===== src/rtl/cr_writeback.sv =====
// Condition-register writeback stage.
// Compare results arrive on the wb port, wait in a 2-entry in-order FIFO, and
// are broadcast from the head on the cdb port. A cdb handshake commits the
// 4-bit result into its field of the 32-bit CR. Field f occupies
// cr[4*f : 4*f+3], where bit 0 is the MSB.
module cr_writeback #(
  parameter int RS_ID_WIDTH = 5
) (
  input  logic                   clk,
  input  logic                   rst,
  input  logic                   wb_valid,
  output logic                   wb_ready,
  input  logic [RS_ID_WIDTH-1:0] wb_rs_id,
  input  logic [0:2]             wb_field_addr,
  input  logic [0:3]             wb_result,
  input  logic                   flush,
  output logic                   cdb_valid,
  input  logic                   cdb_ready,
  output logic [RS_ID_WIDTH-1:0] cdb_rs_id,
  output logic [0:2]             cdb_field_addr,
  output logic [0:3]             cdb_value,
  input  logic [0:2]             rd_field_addr,
  output logic [0:3]             rd_value,
  output logic                   rd_pending,
  output logic [0:31]            cr
);

  localparam int DEPTH = 2;

  // FIFO storage. Slot 0 is always the head, and slot 1 is the younger entry.
  logic [RS_ID_WIDTH-1:0] id_q  [DEPTH];
  logic [RS_ID_WIDTH-1:0] id_d  [DEPTH];
  logic [0:2]             fa_q  [DEPTH];
  logic [0:2]             fa_d  [DEPTH];
  logic [0:3]             res_q [DEPTH];
  logic [0:3]             res_d [DEPTH];
  logic [1:0]             count_q;
  logic [1:0]             count_d;
  logic [0:31]            cr_q;
  logic [0:31]            cr_d;

  logic             push;
  logic             pop;
  logic [DEPTH-1:0] slot_vld;
  logic [DEPTH-1:0] slot_match;

  // Handshake qualifiers. wb_ready comes only from the occupancy register.
  assign wb_ready  = (count_q < 2'd2);
  assign cdb_valid = (count_q != 2'd0);
  assign push      = wb_valid && wb_ready && !flush;
  assign pop       = cdb_valid && cdb_ready;

  // Per-slot validity and read-port field match, used to build rd_pending.
  genvar gi;
  generate
    for (gi = 0; gi < DEPTH; gi++) begin : g_slot
      assign slot_vld[gi]   = (count_q > 2'(gi));
      assign slot_match[gi] = slot_vld[gi] && (fa_q[gi] == rd_field_addr);
    end
  endgenerate

  // The head is masked when the FIFO is empty, so that stale slot contents never leak out.
  assign cdb_rs_id      = cdb_valid ? id_q[0]  : '0;
  assign cdb_field_addr = cdb_valid ? fa_q[0]  : '0;
  assign cdb_value      = cdb_valid ? res_q[0] : '0;

  // The read port sees committed state only. In-flight entries are reported via rd_pending.
  assign rd_value   = cr_q[{rd_field_addr, 2'b00} +: 4];
  assign rd_pending = |slot_match;
  assign cr         = cr_q;

  // Next-state logic: commit the head on pop, then update the FIFO (flush wins over push).
  always_comb begin
    id_d    = id_q;
    fa_d    = fa_q;
    res_d   = res_q;
    count_d = count_q;
    cr_d    = cr_q;

    if (pop) begin
      cr_d[{fa_q[0], 2'b00} +: 4] = res_q[0];
    end

    if (flush) begin
      count_d = 2'd0;
    end else begin
      case (count_q)
        2'd0: begin
          if (push) begin
            id_d[0]  = wb_rs_id;
            fa_d[0]  = wb_field_addr;
            res_d[0] = wb_result;
            count_d  = 2'd1;
          end
        end
        2'd1: begin
          if (push && pop) begin
            // The old head leaves and the new entry becomes the head. Occupancy does not change.
            id_d[0]  = wb_rs_id;
            fa_d[0]  = wb_field_addr;
            res_d[0] = wb_result;
          end else if (push) begin
            id_d[1]  = wb_rs_id;
            fa_d[1]  = wb_field_addr;
            res_d[1] = wb_result;
            count_d  = 2'd2;
          end else if (pop) begin
            count_d = 2'd0;
          end
        end
        2'd2: begin
          // wb_ready is low when the FIFO is full, so only a pop can happen here.
          if (pop) begin
            id_d[0]  = id_q[1];
            fa_d[0]  = fa_q[1];
            res_d[0] = res_q[1];
            count_d  = 2'd1;
          end
        end
        default: begin
          count_d = 2'd0;
        end
      endcase
    end
  end

  // State registers. Reset clears the FIFO and CR, and overrides every other update.
  always_ff @(posedge clk) begin
    if (rst) begin
      count_q <= 2'd0;
      cr_q    <= '0;
      for (int i = 0; i < DEPTH; i++) begin
        id_q[i]  <= '0;
        fa_q[i]  <= '0;
        res_q[i] <= '0;
      end
    end else begin
      count_q <= count_d;
      cr_q    <= cr_d;
      id_q    <= id_d;
      fa_q    <= fa_d;
      res_q   <= res_d;
    end
  end

endmodule


===== config.mk =====
export PLATFORM = sky130hd
export DESIGN_NAME = cr_writeback
export DESIGN_NICKNAME = d
export VERILOG_FILES = /design/src/rtl/cr_writeback.sv
export SDC_FILE = /design/constraint.sdc
export NUM_CORES = 1
export LEC_CHECK = 0
export BUFFER_PORTS_ARGS = -buffer_cell sky130_fd_sc_hd__buf_2
export CAP_MARGIN = 20
export CORE_UTILIZATION = 55
export DETAILED_ROUTE_END_ITERATION = 6
export GPL_TIMING_DRIVEN = 0
export PLACE_DENSITY = 0.82
export SETUP_SLACK_MARGIN = 0.4
export SYNTH_ARGS = -nofsm -noshare
export SYNTH_HDL_FRONTEND = slang
export SYNTH_SLANG_ARGS = --single-unit

===== constraint.sdc =====
create_clock -name clk -period 2.8 [get_ports clk]
set_input_delay 0.28 -clock clk [delete_from_list [all_inputs] [get_ports clk]]
set_output_delay 0.28 -clock clk [all_outputs]
set_load 0.01 [all_outputs]

==> flow_summary.yaml, run 1 <==
outcome:
  status: "completed"
critical_path:
  cp_slowest_cell: "o21ai_2"
  critPathTopFamily: "buffers and inverters"
  crit_arrival_ns: 1.84
  setup.worst_path.start_class: "flop"
  crit_fanout: 10
  required_ns: 2.52
  cp_num_buf_inv: 4
  crit_chain: "buf_2 > o21ai_2 > clkinv_1 > buf_2 > buf_2"
  slowest_delay_ns: 0.31
  crit_type: "reg2out"
  crit_path_frequent_cell: "buf_2"
  crit_path_end_kind: "output pin"
floorplan:
  std_cell_rows: 26
  dieArea_sq_um: 5633
  start_util_pct: 57.47
  core_area_sq_um: 5107
  die_w_um: 75.06
  ios: 71
  die_y_um: 75.06
synthesis:
  synthTopCellsByArea: "dfxtp_1, nand3_1, a21oi_1"
  syn_nets: 345
  synth_ff_type: "dfxtp_1"
  ys_warn_count: 0
  synthCells: 325
  ys_types: 41
  synth_top_area_share_pct: 39.56
  synth_edf_count: 0
  avgSynthCellArea_sq_um: 9.032
  synth_commonest_cells: "dfxtp_1, nand3_1, a21oi_1, o21ai_0, clkbuf_1"
  yosysMostFrequentCell: "dfxtp_1"
  ys_async_sr_fraction_pct: 0
  ys_seq_elements: 58
  syn-cell-area_sq_um: 2935
  ys_seq_area_share_pct: 39.56
  yosysTopAreaCell: "dfxtp_1"
clock_network:
  cts_tree: "built"
  clockRootBuffer: "clkbuf_8"
  clk_latency_ns: 0.35
  post_cts_resized: 0
  clock_path_buffers: 2
  clkSinkCount: 58
  cts_setup_buffers: 0
  cts_buffers: 9
  path_clk_slew_ns: 0.06
  cts_max_level: 3
  ctsHoldBuffers: 0
timing:
  maxSlewViolCount: 0
  min_period_ns: 2.120
  max_slew.worst_pin.slew_ns: 0.6438
  rsz0062_at_grt: "no"
  worst_slack_ns: 0.6798
  relSlewSlack_pct: 57.08
  fin_hold_ws_ns: 0.2032
  fmax_mhz: 471.6
  final-setup-viol-count: 0
  finalClockSkew_ns: 0.009804
  hold_viol_final: 0
  period_share_pct: 75.72
  fin_setup_tns_ns: 0
cells_and_area:
  design_area_sq_um: 3538
  register_area_sq_um: 1161
  area_growth_syn_to_layout_pct: 20.55
  nets: 422
  n_antenna_cell: 0
  multi_input_area_sq_um: 1583
  postLayoutCoreUtil_pct: 69.28
  final_cells: 476
  fill_cells: 431
  drive_above_1_share_pct: 30.05
worst_hold_path:
  hold_path.class: "in2reg"
placement:
  gp_congestion: 0.8341
  hpwl_um: 5659
  dp_cells: 461
  dp_slack_ns: 0.9205
  numPortBuffers: 66
  place_area_sq_um: 3353
run:
  maxCapViolations: 0
pwr:
  clkPwrFrac_pct: 40.8
  power_density_nw_per_um2: 516.4
  pwr-share-comb_pct: 12.5
  p_leak_nw: 1.458
  intPower_mw: 1.351
  p_sw_mw: 0.4761
  peakVddDrop_uv: 372.9
  total_power_mw: 1.827
  seqPwrFrac_pct: 46.7
  swShare_pct: 26.05
global_route:
  grt_pass1_wl_um: 12500
  grt_overflow_total: 0
  antenna_found_initial: 0
  track_usage_pct: 30.41
  first_global_vias: 2647
  grt_max_degree: 11
detailed_routing:
  route.vias.total: 2900
  viasPerCell: 6.092
  firstDrtPassIters: 7
  drt_iter0_markers: 309
  drc: 0
  detail-route-antenna-nets: 0
  wl_um: 8183
  wire_per_inst_um: 17.19
==> power by group through the flow <==
stage	sequential, mW	clock, mW	combinational [mW]
after floorplan	0.869	0	0.155
after global placement	0.870	0	0.219
after detailed placement	0.871	0	0.224
after CTS	0.853	0.743	0.224
after global routing	0.854	0.785	0.244
final	0.853	0.746	0.228
==> flip-flops by register name, summed over array words and instances (netlist names) <==
name     count
id_q        10
res_q        8
cr          32
count_q      2
fa_q         6
==> layer usage <==
| metal | vias to the layer above | wire length, um | GRT usage [%] |
|---|---|---|---|
| met5 | - | 0 | 0 |
| met2 | 160 | 4072 | 52.95 |
| met3 | 17 | 676 | 5.622 |
| met1 | 1372 | 3301 | 37.23 |
| li1 | 1351 | - | - |
| met4 | 0 | 132 | 11.74 |
==> worst reg2reg max path, stage by stage, from the launching register on <==
cell and delay, ns:
dfxtp_1 0.29, buf_2 0.17, o21bai_1 0.46, clkbuf_1 0.38, o21ai_0 0.18, a21oi_1 0.18
==> kinds of logic after synthesis <==
family,after synthesis,share of synthesized area [%]
flip-flops,58,39.56
AO/OA/AOI/OAI,120,25.02
buffers and inverters,42,6.522
multiplexers,25,12.28
AND/OR/NAND/NOR,74,14.83
XOR/XNOR,6,1.791
==> layout make-up <==
type | instances | share of cell area (%)
clock inverter | 3 | 1.132
inverter | 4 | 0.4243
sequential | 58 | 32.81
tap | 70 | 2.475
timing repair buffer | 66 | 9.335
clock buffer | 12 | 4.102
multi-input combinational | 225 | 44.73
buffer | 38 | 4.986
==> final timing paths <==
| check | start | endpoint | slack, ns | cells after the start |
|---|---|---|---|---|
| max | count_q[0] | cdb_field_addr[1] | 0.68 | 5 |
| min | wb_rs_id[3] | id_q[3] | 0.20 | 3 |
| max reg2reg | count_q[0] | cr[3] | 1.07 | 5 |
| min reg2reg | res_q[0] | res_q[0] | 0.48 | 2 |
==> cells in the final DEF (no fill, tap or decap), types with 2 or more instances in the layout <==
master / Yosys / final
inv_1: 3 / 3
nor2_1: 2 / 2
a211oi_1: 15 / 15
and3b_1: 2 / 2
nor2b_1: 11 / 11
a211oi_2: 10 / 10
mux2i_1: 12 / 12
mux4_2: 8 / 8
xnor2_1: 3 / 3
nand3_1: 45 / 45
buf_6: 2 / 2
nand2b_1: 2 / 2
buf_2: 12 / 78
clkbuf_8: 0 / 10
mux2_2: 4 / 4
a21oi_1: 44 / 44
nand3b_1: 2 / 2
clkbuf_1: 22 / 24
dfxtp_1: 58 / 58
xor2_1: 3 / 3
o21ai_0: 44 / 44
clkinv_2: 0 / 2
Note: power is estimated with default switching activity, not from simulation.
==> inputs of run 2 (changes only) <==
Settings changed: CORE_UTILIZATION 55 to 48, PLACE_DENSITY 0.82 to 0.76.
Clock period 2.8 ns to 1.8 ns, I/O delays scaled along.
==> flow_summary.yaml, run 2 (synthesis results as in run 1) <==
outcome:
  status: "completed"
clock_network:
  cts_tree: "built"
  path_clk_slew_ns: 0.07
  cts_max_level: 3
  ctsHoldBuffers: 0
  clock_path_buffers: 2
  clkSinkCount: 58
  cts_buffers: 9
  clockRootBuffer: "clkbuf_8"
  clk_latency_ns: 0.36
floorplan:
  die_y_um: 80.20
  std_cell_rows: 28
  die_w_um: 80.20
  dieArea_sq_um: 6432
  ios: 71
  core_area_sq_um: 5921
  start_util_pct: 49.58
detailed_routing:
  drc: 0
  wl_met1_um: 3979
  drt_iter0_markers: 296
  route.vias.total: 3397
  firstDrtPassIters: 7
  detail-route-antenna-nets: 0
  wire_per_inst_um: 20.91
  top_layer: "met4"
  wl_met2_um: 5616
  met3_length_um: 1011
  viasPerCell: 6.434
  wl_um: 11040
run:
  maxCapViolations: 0
timing:
  rsz0062_at_grt: "yes"
  min_period_ns: 1.752
  finalClockSkew_ns: 0.01296
  final-setup-viol-count: 0
  max_slew.worst_pin.slew_ns: 0.8386
  fmax_mhz: 570.8
  fin_setup_tns_ns: 0
  period_share_pct: 97.33
  hold_viol_final: 0
  relSlewSlack_pct: 44.09
  maxSlewViolCount: 0
  fin_hold_ws_ns: 0.09290
global_route:
  grt_pass1_wl_um: 14440
  first_global_vias: 2906
  antenna_found_initial: 0
  track_usage_pct: 30.17
  grt_max_degree: 11
  grt_overflow_total: 0
critical_path:
  crit_arrival_ns: 1.57
  crit_path_end_kind: "output pin"
  crit_type: "reg2out"
  crit_fanout: 2
  required_ns: 1.62
  setup.worst_path.start_class: "flop"
pwr:
  peakVddDrop_uv: 611.9
  total_power_mw: 3.165
  power_density_nw_per_um2: 692.6
  p_leak_nw: 1.849
cells_and_area:
  drive_above_1_share_pct: 56.73
  largest_reg_flops: 32
  layout_commonest_cell: "buf_2"
  area_growth_syn_to_layout_pct: 55.67
  final_cell_mix: "buf_2, nand3_1, a21oi_1, buf_6, dfxtp_1"
  n_antenna_cell: 0
  nets: 468
placement:
  numPortBuffers: 66
  hpwl_um: 5698
  gp_congestion: 0.8152
worst_hold_path:
  hold_path.class: "in2reg"
run 2: area by class of cell:
class | count | area (sq um)
flip-flops and latches | 58 | 1186
clock inverters | 2 | 35.03
well taps | 75 | 93.84
multi-input cells | 225 | 1911
plain buffers | 38 | 321.6
clock buffers | 14 | 162.7
repair buffers | 112 | 842.1
inverters | 4 | 17.52
fillers | 351 | 1351
run 2: timing repair:
item | CTS | global route
cloned | 4 | 2
endpoints found under the setup margin | 56 | 73
buffers inserted | 19 | 21
pin swaps | 6 | 36
resized for setup | 88 | 134
run 2: per-stage QoR:
step / utilization [%] / instances / area [sq um] / setup WS [ns]
global route: 77.18 / 528 / 4569 / 0.01660
detailed placement: 56.78 / 466 / 3362 / 0.1534
global placement: 56.78 / 466 / 3362 / 0.1235
floorplan: - / 325 / 2938 / 0.4127
CTS: 67.98 / 505 / 4025 / 0.07124
finish: 77.18 / 528 / 4569 / 0.04806
run 2: path summary, 6_finish.rpt:
check | start | end | slack (ns) | depth (start not counted)
max | cr[15] | rd_value[3] | 0.05 | 3
min | wb_result[2] | res_q[1] | 0.09 | 3
max reg2reg | count_q[0] | res_q[5] | 0.21 | 8
min reg2reg | cr[8] | cr[8] | 0.48 | 2
run 2: power by group:
part           internal [mW]  total (mW)  switching [mW]
clock network          0.715        1.25           0.533
registers               1.31        1.34          0.0232
logic                  0.256       0.580           0.323
run 2: metal layers:
layer | global-route usage, % | vias to the layer above
met5 | 0 | -
met2 | 51.88 | 257
li1 | - | 1447
met4 | 12.86 | 0
met3 | 7.045 | 58
met1 | 35.73 | 1635
run 2: critical path, cell delays in order, from the launching register on:
cell and delay, ns:
dfxtp_2 0.32, mux4_2 0.48, mux2_4 0.29, buf_6 0.12
==> inputs of run 3 (changes only) <==
Settings changed: CELL_PAD_IN_SITES_DETAIL_PLACEMENT from default to 0, CELL_PAD_IN_SITES_GLOBAL_PLACEMENT from default to 2, CORE_UTILIZATION 48 to 29, PLACE_DENSITY 0.76 to default, PLACE_DENSITY_LB_ADDON from default to 0.1.
==> flow_summary.yaml, run 3 (synthesis results as in run 1) <==
critical_path:
  required_ns: 1.62
  cp_num_buf_inv: 1
  crit_fanout: 2
  reg2reg_from: "count_q[1]"
  critPathTopFamily: "multiplexers"
  setup.worst_path.start_class: "flop"
  cp_slowest_cell: "mux4_2"
  crit_cells: 3
  crit_arrival_ns: 1.58
  crit_chain: "mux4_2 > mux2_4 > buf_6"
  crit_type: "reg2out"
  crit_start: "cr[13]"
  crit_path_end_kind: "output pin"
  slowest_delay_ns: 0.50
  worst-r2r-cell-count: 6
cells_and_area:
  largest_reg_flops: 32
  drive_above_1_share_pct: 56.79
  n_antenna_cell: 0
  layout_commonest_cell: "buf_2"
  final_cells: 575
  nets: 457
  fill_cells: 955
  area_growth_syn_to_layout_pct: 55.54
  final_cell_mix: "buf_2, dfxtp_1, nand3_1, a21oi_1, buf_6"
placement:
  dp_slack_ns: -0.1129
  numPortBuffers: 66
  hpwl_um: 6836
  dp_cells: 524
  gp_congestion: 0.7236
floorplan:
  ios: 71
  core_area_sq_um: 9774
  die_w_um: 102.6
  start_util_pct: 30.03
  dieArea_sq_um: 10530
  die_y_um: 102.6
  std_cell_rows: 36
detailed_routing:
  detail-route-antenna-nets: 0
  wire_per_inst_um: 19.13
  firstDrtPassIters: 4
  wl_met2_um: 5209
  viasPerCell: 5.203
  route.vias.total: 2992
  met3_length_um: 606
  drc: 0
  top_layer: "met4"
  wl_met1_um: 5078
  drt_iter0_markers: 125
  wl_um: 11000
pwr:
  p_sw_mw: 0.8896
  seqPwrFrac_pct: 43.3
  clkPwrFrac_pct: 37.7
  pwr-share-comb_pct: 19.0
  p_leak_nw: 1.797
  total_power_mw: 3.075
  swShare_pct: 28.93
  power_density_nw_per_um2: 673.6
  peakVddDrop_uv: 344.3
  intPower_mw: 2.186
timing:
  rsz0062_at_grt: "yes"
  finalClockSkew_ns: 0.009387
  fin_hold_ws_ns: 0.09915
  final-setup-viol-count: 0
  fmax_mhz: 568.5
  max_slew.worst_pin.slew_ns: 0.8894
  period_share_pct: 97.72
  worst_slack_ns: 0.04098
  relSlewSlack_pct: 40.71
  min_period_ns: 1.759
  hold_viol_final: 0
  maxSlewViolCount: 0
clock_network:
  ctsHoldBuffers: 0
  clkSinkCount: 58
  path_clk_slew_ns: 0.07
  cts_tree: "built"
  clock_path_buffers: 2
  cts_buffers: 9
  clk_latency_ns: 0.35
  cts_max_level: 3
  clockRootBuffer: "clkbuf_8"
global_route:
  antenna_found_initial: 0
  first_global_vias: 2926
  grt_max_degree: 11
  grt_overflow_total: 0
  track_usage_pct: 21.83
  grt_pass1_wl_um: 16660
worst_hold_path:
  hold_path.class: "in2reg"
  hold_start: "wb_rs_id[3]"
  hold_depth: 3
run:
  maxCapViolations: 0
outcome:
  status: "completed"
[run 3: final timing paths]
path,slack (ns),to
worst max-delay path,0.04,rd_value[1]
worst min-delay path,0.1,id_q[3]
worst max register to register,0.22,fa_q[5]
worst min register to register,0.46,res_q[3]
[run 3: routing by layer]
metal	global-route usage, %	vias up
met2	34.36	75
met5	0	-
met4	6.593	0
met3	3.593	8
li1	-	1433
met1	30.55	1476
[run 3: area by class of cell]
class / instances / area (sq um) / share of cell area, %
clock buffer: 14 / 172.7 / 3.782
buffer: 38 / 325.3 / 7.125
tap: 133 / 166.4 / 3.645
inverter: 4 / 17.52 / 0.3837
timing repair buffer: 101 / 753.2 / 16.50
multi-input combinational: 225 / 1937 / 42.42
sequential: 58 / 1184 / 25.93
clock inverter: 2 / 10.01 / 0.2192
[run 3: repair_timing]
item	CTS	global route
resized for setup	99	104
gates cloned	4	0
endpoints found under the hold margin	0	0
setup buffers	21	10
pin swaps	9	31
setup endpoints to repair	71	70
[run 3: worst reg2reg max path: stages, from the launching register on]
cell,delay [ns]
dfxtp_2,0.36
buf_6,0.13
buf_6,0.10
mux2_4,0.32
a21o_4,0.25
buf_8,0.15
a211oi_2,0.17
[run 3: power by group through the flow]
stage / Clock (mW) / Sequential, mW / Combinational (mW)
after floorplan: 0 / 1.35 / 0.241
after global placement: 0 / 1.35 / 0.377
after detailed placement: 0 / 1.35 / 0.377
after CTS: 1.17 / 1.33 / 0.495
after global routing: 1.23 / 1.33 / 0.619
final: 1.16 / 1.33 / 0.584
[run 3: per-stage QoR]
| stage | instance area [sq um] | utilization [%] | setup TNS (ns) |
|---|---|---|---|
| 6_report | 4566 | 46.71 | 0 |
| 5_1_grt | 4566 | 46.71 | 0 |
| 4_1_cts | 4164 | 42.60 | 0 |
| 3_5_place_dp | 3435 | 35.14 | -1.030 |
| 3_3_place_gp | 3435 | 35.14 | -0.01591 |
| 2_1_floorplan | 2938 | - | 0 |
